===== src/rtl/s2p_lane_arbiter_if.sv =====
// Handshake bundle between the shared deserializer and its lanes/sink.
// master: arbiter side (drives grant/word/status); slave: lanes + sink.
interface s2p_lane_arbiter_if #(
    parameter int WIDTH = 8,
    parameter int LANES = 4
);
    localparam int LANE_W = $clog2(LANES);

    logic [LANES-1:0]  req;
    logic [LANES-1:0]  serialDataIn;
    logic [LANES-1:0]  grant;
    logic [WIDTH-1:0]  parallelDataOut;
    logic [LANE_W-1:0] laneId;
    logic              dataValid;
    logic              dataReady;
    logic              busy;
    logic              parityErr;

    modport master (
        input  req, serialDataIn, dataReady,
        output grant, parallelDataOut, laneId,
        output dataValid, busy, parityErr
    );

    modport slave (
        output req, serialDataIn, dataReady,
        input  grant, parallelDataOut, laneId,
        input  dataValid, busy, parityErr
    );
endinterface


===== src/rtl/s2p_lane_arbiter.sv =====
// Round-robin shared serial-to-parallel deserializer for LANES requesters.
// Ports: clk, reset (sync, active-low), bus (s2p_lane_arbiter_if.master).
// Option: S2P_ARB_PARITY_EN adds a trailing even-parity bit per word.
module s2p_lane_arbiter #(
    parameter int WIDTH = 8,
    parameter int LANES = 4
) (
    input  logic                clk,
    input  logic                reset,
    s2p_lane_arbiter_if.master  bus
);
    localparam int LANE_W = $clog2(LANES);
`ifdef S2P_ARB_PARITY_EN
    localparam int NB = WIDTH + 1;
`else
    localparam int NB = WIDTH;
`endif
    // Holds every sampled bit except the one arriving on the final edge.
    localparam int SW    = NB - 1;
    localparam int CNT_W = $clog2(NB);
    localparam logic [CNT_W-1:0] LAST_BIT = CNT_W'(NB - 1);

    typedef enum logic [1:0] {IDLE, SHIFT, HOLD} state_t;

    state_t            state_q;
    logic [LANES-1:0]  grant_q;
    logic [SW-1:0]     shift_q;
    logic [CNT_W-1:0]  cnt_q;
    logic [LANE_W-1:0] sel_q;
    logic [LANE_W-1:0] last_q;
    logic [WIDTH-1:0]  word_q;
    logic [LANE_W-1:0] lane_q;
    logic              valid_q;
`ifdef S2P_ARB_PARITY_EN
    logic              perr_q;
`endif

    logic [LANE_W-1:0] sel_d;
    logic [LANE_W-1:0] cand;
    logic              found;
    logic              bit_in;

    assign bit_in = bus.serialDataIn[sel_q];

    // Scan lastLane+1 upward with wrap; first requester wins.
    always_comb begin
        sel_d = last_q;
        cand  = last_q;
        found = 1'b0;
        for (int i = 1; i <= LANES; i++) begin
            cand = LANE_W'((int'(last_q) + i) % LANES);
            if (!found && bus.req[cand]) begin
                sel_d = cand;
                found = 1'b1;
            end
        end
    end

    always_ff @(posedge clk) begin
        if (!reset) begin
            state_q <= IDLE;
            grant_q <= '0;
            shift_q <= '0;
            cnt_q   <= '0;
            sel_q   <= '0;
            last_q  <= LANE_W'(LANES - 1);
            word_q  <= '0;
            lane_q  <= '0;
            valid_q <= 1'b0;
`ifdef S2P_ARB_PARITY_EN
            perr_q  <= 1'b0;
`endif
        end else begin
            unique case (state_q)
                IDLE: begin
                    if (|bus.req) begin
                        sel_q   <= sel_d;
                        grant_q <= LANES'(1) << sel_d;
                        cnt_q   <= '0;
                        state_q <= SHIFT;
                    end
                end
                SHIFT: begin
                    if (!bus.req[sel_q]) begin
                        // Abort: drop partial word, lane loses priority.
                        grant_q <= '0;
                        last_q  <= sel_q;
                        state_q <= IDLE;
                    end else begin
                        shift_q <= SW'({shift_q, bit_in});
                        cnt_q   <= cnt_q + CNT_W'(1);
                        if (cnt_q == LAST_BIT) begin
                            grant_q <= '0;
                            lane_q  <= sel_q;
                            last_q  <= sel_q;
                            valid_q <= 1'b1;
                            state_q <= HOLD;
`ifdef S2P_ARB_PARITY_EN
                            word_q  <= shift_q;
                            perr_q  <= (^shift_q) ^ bit_in;
`else
                            word_q  <= {shift_q, bit_in};
`endif
                        end
                    end
                end
                HOLD: begin
                    if (bus.dataReady) begin
                        valid_q <= 1'b0;
`ifdef S2P_ARB_PARITY_EN
                        perr_q  <= 1'b0;
`endif
                        state_q <= IDLE;
                    end
                end
                default: state_q <= IDLE;
            endcase
        end
    end

    assign bus.grant           = grant_q;
    assign bus.parallelDataOut = word_q;
    assign bus.laneId          = lane_q;
    assign bus.dataValid       = valid_q;
    assign bus.busy            = (state_q != IDLE);
`ifdef S2P_ARB_PARITY_EN
    assign bus.parityErr       = perr_q;
`else
    assign bus.parityErr       = 1'b0;
`endif
endmodule


===== src/flat_wrapper.sv =====
// flat-port wrapper written by rule: the top's interface ports become plain ports
module s2p_lane_arbiter_flat 
#(
    parameter int WIDTH = 8,
    parameter int LANES = 4
)
  (clk, reset, bus_req, bus_serialDataIn, bus_dataReady, bus_grant, bus_parallelDataOut, bus_laneId, bus_dataValid, bus_busy, bus_parityErr);
  s2p_lane_arbiter_if #(.WIDTH(WIDTH), .LANES(LANES)) bus_i ();
  input  logic clk;
  input  logic reset;
  input wire logic [$bits(bus_i.req)-1:0] bus_req;
  input wire logic [$bits(bus_i.serialDataIn)-1:0] bus_serialDataIn;
  input wire logic [$bits(bus_i.dataReady)-1:0] bus_dataReady;
  output wire logic [$bits(bus_i.grant)-1:0] bus_grant;
  output wire logic [$bits(bus_i.parallelDataOut)-1:0] bus_parallelDataOut;
  output wire logic [$bits(bus_i.laneId)-1:0] bus_laneId;
  output wire logic [$bits(bus_i.dataValid)-1:0] bus_dataValid;
  output wire logic [$bits(bus_i.busy)-1:0] bus_busy;
  output wire logic [$bits(bus_i.parityErr)-1:0] bus_parityErr;
  assign bus_i.req = bus_req;
  assign bus_i.serialDataIn = bus_serialDataIn;
  assign bus_i.dataReady = bus_dataReady;
  assign bus_grant = bus_i.grant;
  assign bus_parallelDataOut = bus_i.parallelDataOut;
  assign bus_laneId = bus_i.laneId;
  assign bus_dataValid = bus_i.dataValid;
  assign bus_busy = bus_i.busy;
  assign bus_parityErr = bus_i.parityErr;
  s2p_lane_arbiter #(.WIDTH(WIDTH), .LANES(LANES)) u_core (.clk(clk), .reset(reset), .bus(bus_i));
endmodule

===== config.mk =====
export PLATFORM = sky130hd
export DESIGN_NAME = s2p_lane_arbiter_flat
export DESIGN_NICKNAME = d
export VERILOG_FILES = /design/src/rtl/s2p_lane_arbiter_if.sv /design/src/rtl/s2p_lane_arbiter.sv /design/src/flat_wrapper.sv
export SDC_FILE = /design/constraint.sdc
export NUM_CORES = 1
export LEC_CHECK = 0
export CORE_MARGIN = 1
export CORE_UTILIZATION = 55
export CTS_BUF_LIST = sky130_fd_sc_hd__clkbuf_2
export DETAILED_ROUTE_END_ITERATION = 10
export PLACE_DENSITY = 0.9
export SYNTH_ARGS = -nofsm -noshare
export SYNTH_HDL_FRONTEND = slang
export SYNTH_SLANG_ARGS = --single-unit

===== constraint.sdc =====
create_clock -name clk -period 2.7 [get_ports clk]
set_input_delay 0.54 -clock clk [delete_from_list [all_inputs] [get_ports clk]]
set_output_delay 0.54 -clock clk [all_outputs]
set_load 0.005 [all_outputs]

==> impl_metrics.json, run 1 <==
{
  "relSlewSlack": 0.633,
  "yosysWarnings": 0,
  "antenna_found_initial": 0,
  "drive_above_1_share": 0.102,
  "pwr_density_cell_mw_per_mm2": 534,
  "drt_iter0_drc": 24,
  "finalWeightedCongestion": 0.861,
  "clkTransAtPathRegs_ns": 0.16,
  "diodes": 0,
  "syn_area_per_cell_sq_um": 10.5,
  "slew_violations": 0,
  "cts_max_level": 2,
  "syn_inst": 139,
  "cts_made_buffers": 5,
  "r2r_cells": 4,
  "cp-startpoint": "u_core.state_q[0]",
  "tightest_slew_ns": 0.549,
  "synth.cell_area_sq_mm": 0.00146,
  "fmax_ghz": 0.499,
  "internal-power_mw": 0.704,
  "cts_tree": "done",
  "vias": 1109,
  "worstPathRequired_ns": 2.16,
  "min_path_type": "register to register",
  "hold_violations": 0,
  "stdcell_area_sq_mm": 0.00176,
  "avgViaCountPerCell": 5.63,
  "grt_pass1_wl_mm": 4.55,
  "grt_max_degree": 19,
  "p_sw_frac": 0.251,
  "clkPwrFrac": 0.321,
  "grt_pass1_vias": 1023,
  "die_area_sq_mm": 0.00287,
  "synth_area_leaders": "dfxtp_1 (42%), mux2i_1 (12%), nor2b_1 (9.4%)",
  "dp.cells": 189,
  "synth_cell_types": 39,
  "placed_area_sq_mm": 0.00170,
  "synth-async-reset-ratio": 0,
  "worst_ir_drop_vdd_mv": 0.483,
  "row_count": 18,
  "fin_nets": 179,
  "endpoint": "bus_busy",
  "cts_max_path_buffers": 2,
  "synth_nets": 152,
  "clockRootBuffer": "clkbuf_2",
  "finClkSkew_ns": 0.0210,
  "clk_latency_ns": 0.34,
  "wl_per_cell_um": 13.8,
  "synth_top_area_share": 0.424,
  "switchingPower_mw": 0.237,
  "fin_cells": 197,
  "die_w_um": 53.6,
  "tns_ns": 0,
  "cts_sinks": 31,
  "finalSetupViolCount": 0,
  "endpoint_kind": "output port",
  "worstPathMaxFanout": 5,
  "ant_nets": 0,
  "area_growth_pct": 20.4,
  "cts.hold.buffers_added": 0,
  "total_leakage_power_nw": 0.750,
  "pwr-share-seq": 0.525,
  "combinationalPowerShare": 0.154,
  "synth_area_leader_cell": "dfxtp_1",
  "initial_core_util": 0.585,
  "port-buffer-count": 26,
  "critPathLaunchType": "register",
  "grt_usage": 0.224,
  "core_area_sq_mm": 0.00250,
  "r2r_start": "u_core.sel_q[0]",
  "maxCapViolations": 0,
  "outcome": "complete, no violations",
  "synth_edf_count": 0,
  "arrival_ns": 1.46,
  "rsz0062_at_grt": "no",
  "synth-main-ff-cell": "dfxtp_1",
  "grt_overflow_total": 0,
  "wl_mm": 2.71,
  "ys_ff_latch": 31,
  "r2r_slack_ns": 0.81,
  "die_h_um": 53.6,
  "dp_hpwl_mm": 2.00,
  "post_cts_buffers": 0,
  "hold_depth": 2,
  "worstSetupPathType": "register to output port",
  "synth_most_common_cell": "dfxtp_1",
  "timing.rr.end": "u_core.bus.grant[2]",
  "ios": 28,
  "seq_area_frac_synth": 0.424,
  "period_needed_ns": 2.00,
  "synth.top_cells.by_count": "dfxtp_1 (31), nor2b_1 (22), mux2i_1 (18)",
  "cts_resized": 0,
  "dr.pass1.iters": 4,
  "min_period_over_period": 0.743,
  "drc": 0
}
[power groups by stage]
stage,Sequential [mW],Clock [mW],Combinational [mW]
after CTS,0.494,0.310,0.144
final,0.494,0.302,0.145
after global routing,0.498,0.336,0.158
after detailed placement,0.504,0,0.143
after floorplan,0.496,0,0.110
after global placement,0.502,0,0.139
[flip-flops by register name, summed over array words and instances (netlist names)]
signal	count
u_core.bus.dataValid	1
u_core.bus.grant	4
u_core.bus.laneId	2
u_core.bus.parallelDataOut	8
u_core.cnt_q	3
u_core.last_q	2
u_core.sel_q	2
u_core.shift_q	7
u_core.state_q	2
[area by class of cell]
class | count | area, sq um
Timing Repair Buffer | 27 | 268
Clock inverter | 3 | 38.8
Multi-Input combinational cell | 98 | 761
Tap cell | 30 | 37.5
Clock buffer | 5 | 25.0
Fill cell | 182 | 738
Inverter | 3 | 11.3
Sequential cell | 31 | 621
[critical path, cell delays in order (launching register included)]
cell and delay (ns):
dfxtp_1 0.36, or2_2 0.32, clkdlybuf4s50_1 0.45
[metal layers]
| metal | part of all wire | global-route usage |
|---|---|---|
| met4 | 0.015 | 0.0877 |
| met3 | 0.035 | 0.0678 |
| met2 | 0.48 | 0.354 |
| met1 | 0.47 | 0.284 |
| met5 | 0 | 0 |
[logic make-up after synthesis]
group,share of synthesized area
adders and majority gates,0.0171
DFF,0.424
other,0.00256
buffers and inverters,0.0556
and+or+nand+nor,0.207
AOI/OAI and AO/OA,0.139
muxes,0.154
[placed cells by master (no fill, tap or decap), drive strengths merged, types with 2 or more instances in the layout]
| master | count |
|---|---|
| clkbuf | 5 |
| ha | 2 |
| and3 | 3 |
| a21oi | 2 |
| nand3b | 2 |
| clkdlybuf4s50 | 26 |
| nor2 | 7 |
| inv | 3 |
| mux2i | 18 |
| or2 | 2 |
| o21ai | 4 |
| mux4 | 2 |
| a32o | 4 |
| o21a | 4 |
| nand2 | 4 |
| clkinv | 2 |
| nor2b | 22 |
| a31oi | 2 |
| dfxtp | 31 |
| a21boi | 4 |
[stage by stage]
| step | hold slack, ns | power (mW) | util | setup WS, ns |
|---|---|---|---|---|
| final | 0.484 | 0.941 | 0.705 | 0.695 |
| after global routing | 0.511 | 0.992 | 0.705 | 0.599 |
| after CTS | 0.491 | 0.948 | 0.705 | 0.670 |
| after detailed placement | 0.459 | 0.647 | 0.679 | 0.373 |
| after global placement | 0.451 | 0.641 | 0.679 | 0.447 |
| after floorplan | 0.460 | 0.606 | - | 1.01 |
[worst min-delay path by stage]
stage / startpoint / endpoint / slack [ns]
3_5_place_dp: u_core.bus.grant[0] / u_core.bus.grant[0] / 0.46
3_3_place_gp: u_core.bus.grant[0] / u_core.bus.grant[0] / 0.45
2_1_floorplan: u_core.bus.dataValid / u_core.bus.dataValid / 0.46
5_1_grt: u_core.bus.grant[1] / u_core.bus.grant[1] / 0.51
6_report: u_core.bus.dataValid / u_core.bus.dataValid / 0.48
4_1_cts: u_core.bus.grant[0] / u_core.bus.grant[0] / 0.49
Note: power is estimated with default switching activity, not from simulation.
==> inputs of run 2 (changes only) <==
CORE_UTILIZATION = 53   (was 55)
PLACE_DENSITY = 0.87   (was 0.9)
clock period = 2.05 ns   (was 2.7 ns; I/O delays follow)
==> impl_metrics.json, run 2 (same netlist as run 1, synthesis figures left out) <==
{
  "cts_sinks": 31,
  "cts_tree": "done",
  "pwr_density_cell_mw_per_mm2": 699,
  "area_growth_pct": 23.5,
  "ant_nets": 0,
  "total_leakage_power_nw": 0.779,
  "cts_made_buffers": 5,
  "min_period_over_period": 0.926,
  "core_area_sq_mm": 0.00254,
  "avgViaCountPerCell": 5.61,
  "whs_ns": 0.485,
  "worstSetupPathType": "register to output port",
  "final-seq-area_sq_um": 621,
  "layout_commonest_cell": "dfxtp_1",
  "fillers": 185,
  "die_w_um": 54.5,
  "period_needed_ns": 1.90,
  "cts.hold.buffers_added": 0,
  "layout_common_cells": "dfxtp_1 (31), clkdlybuf4s50_1 (26), nor2b_1 (22)",
  "vias": 1138,
  "grt_overflow_total": 0,
  "hold_violations": 0,
  "clockRootBuffer": "clkbuf_2",
  "fin_nets": 185,
  "r2r_slack_ns": 0.37,
  "diodes": 0,
  "slew_violations": 0,
  "finClkSkew_ns": 0.0174,
  "critPathLaunchType": "register",
  "worstPathRequired_ns": 1.64,
  "antenna_found_initial": 0,
  "worstPathMaxFanout": 5,
  "die_h_um": 54.5,
  "grt_pass1_wl_mm": 4.69,
  "combinationalPowerShare": 0.168,
  "grt_max_degree": 28,
  "switchingPower_mw": 0.324,
  "ios": 28,
  "row_count": 18,
  "dr.pass1.iters": 4,
  "internal-power_mw": 0.938,
  "min_path_type": "register to register",
  "multi_input_area_sq_um": 761,
  "finalSetupViolCount": 0,
  "port-buffer-count": 26,
  "initial_core_util": 0.575,
  "total_power_mw": 1.26,
  "clkTransAtPathRegs_ns": 0.16,
  "rsz0062_at_grt": "no",
  "maxCapViolations": 0,
  "drc": 0,
  "cts_max_level": 2,
  "largest_register_ffs": 8,
  "drive_above_1_share": 0.133,
  "wl_per_cell_um": 14.5,
  "finalWeightedCongestion": 0.811,
  "endpoint_kind": "output port",
  "cts_resized": 0,
  "cts_max_path_buffers": 2,
  "pwr-share-seq": 0.512,
  "wl_mm": 2.95,
  "drt_iter0_drc": 37,
  "clkPwrFrac": 0.320,
  "relSlewSlack": 0.592,
  "grt_pass1_vias": 1052,
  "post_cts_buffers": 0,
  "dp_hpwl_mm": 2.18,
  "worst_ir_drop_vdd_mv": 0.835,
  "clk_latency_ns": 0.36,
  "die_area_sq_mm": 0.00297,
  "tightest_slew_ns": 0.611,
  "arrival_ns": 1.49,
  "fmax_ghz": 0.527,
  "outcome": "complete, no violations",
  "p_sw_frac": 0.257,
  "grt_usage": 0.229
}
==> run 2: cell count changes in the layout (fill, tap and decap cells not counted), sizes merged <==
cell  delta
buf      +6
==> run 2: area by class of cell <==
class                      count  share of cell area
sequential                    31               0.343
multi-input combinational     98               0.421
inverter                       3             0.00623
timing repair buffer          33               0.173
tap                           30              0.0208
clock buffer                   5              0.0139
clock inverter                 3              0.0215
==> run 2: worst paths after layout <==
| path | cells past startpoint | end | start |
|---|---|---|---|
| worst max-delay path | 2 | bus_busy | u_core.state_q[0] |
| worst min-delay path | 2 | u_core.bus.dataValid | u_core.bus.dataValid |
| worst max register to register | 4 | u_core.bus.grant[3] | u_core.sel_q[0] |
| worst min register to register | 2 | u_core.bus.dataValid | u_core.bus.dataValid |
==> run 2: metal layers <==
layer,GRT usage,routed length (um)
met5,0,0
met4,0.115,55
met3,0.0583,105
met2,0.368,1440
met1,0.281,1340
==> run 2: stage by stage <==
stage          setup TNS [ns]  setup slack, ns  instances  instance area [sq um]   util
5_1_grt                     0           0.0806        203                   1810  0.710
4_1_cts                     0            0.126        203                   1810  0.710
6_report                    0            0.152        203                   1810  0.710
2_1_floorplan               0            0.434        139                   1460      -
3_5_place_dp           -0.484          -0.0979        195                   1740  0.685
3_3_place_gp          -0.0274         -0.00723        195                   1740  0.685
==> run 2: power groups by stage <==
stage / Sequential, mW / Clock, mW / Combinational [mW]
global placement: 0.657 / 0 / 0.202
floorplan: 0.653 / 0 / 0.145
finish: 0.646 / 0.404 / 0.213
global route: 0.649 / 0.442 / 0.230
CTS: 0.645 / 0.414 / 0.210
detailed placement: 0.659 / 0 / 0.209
==> run 2: worst max-delay path, cell delays in order, from the launching register on <==
cell and delay (ns):
dfxtp_1 0.36, or2_2 0.32, clkdlybuf4s50_1 0.45
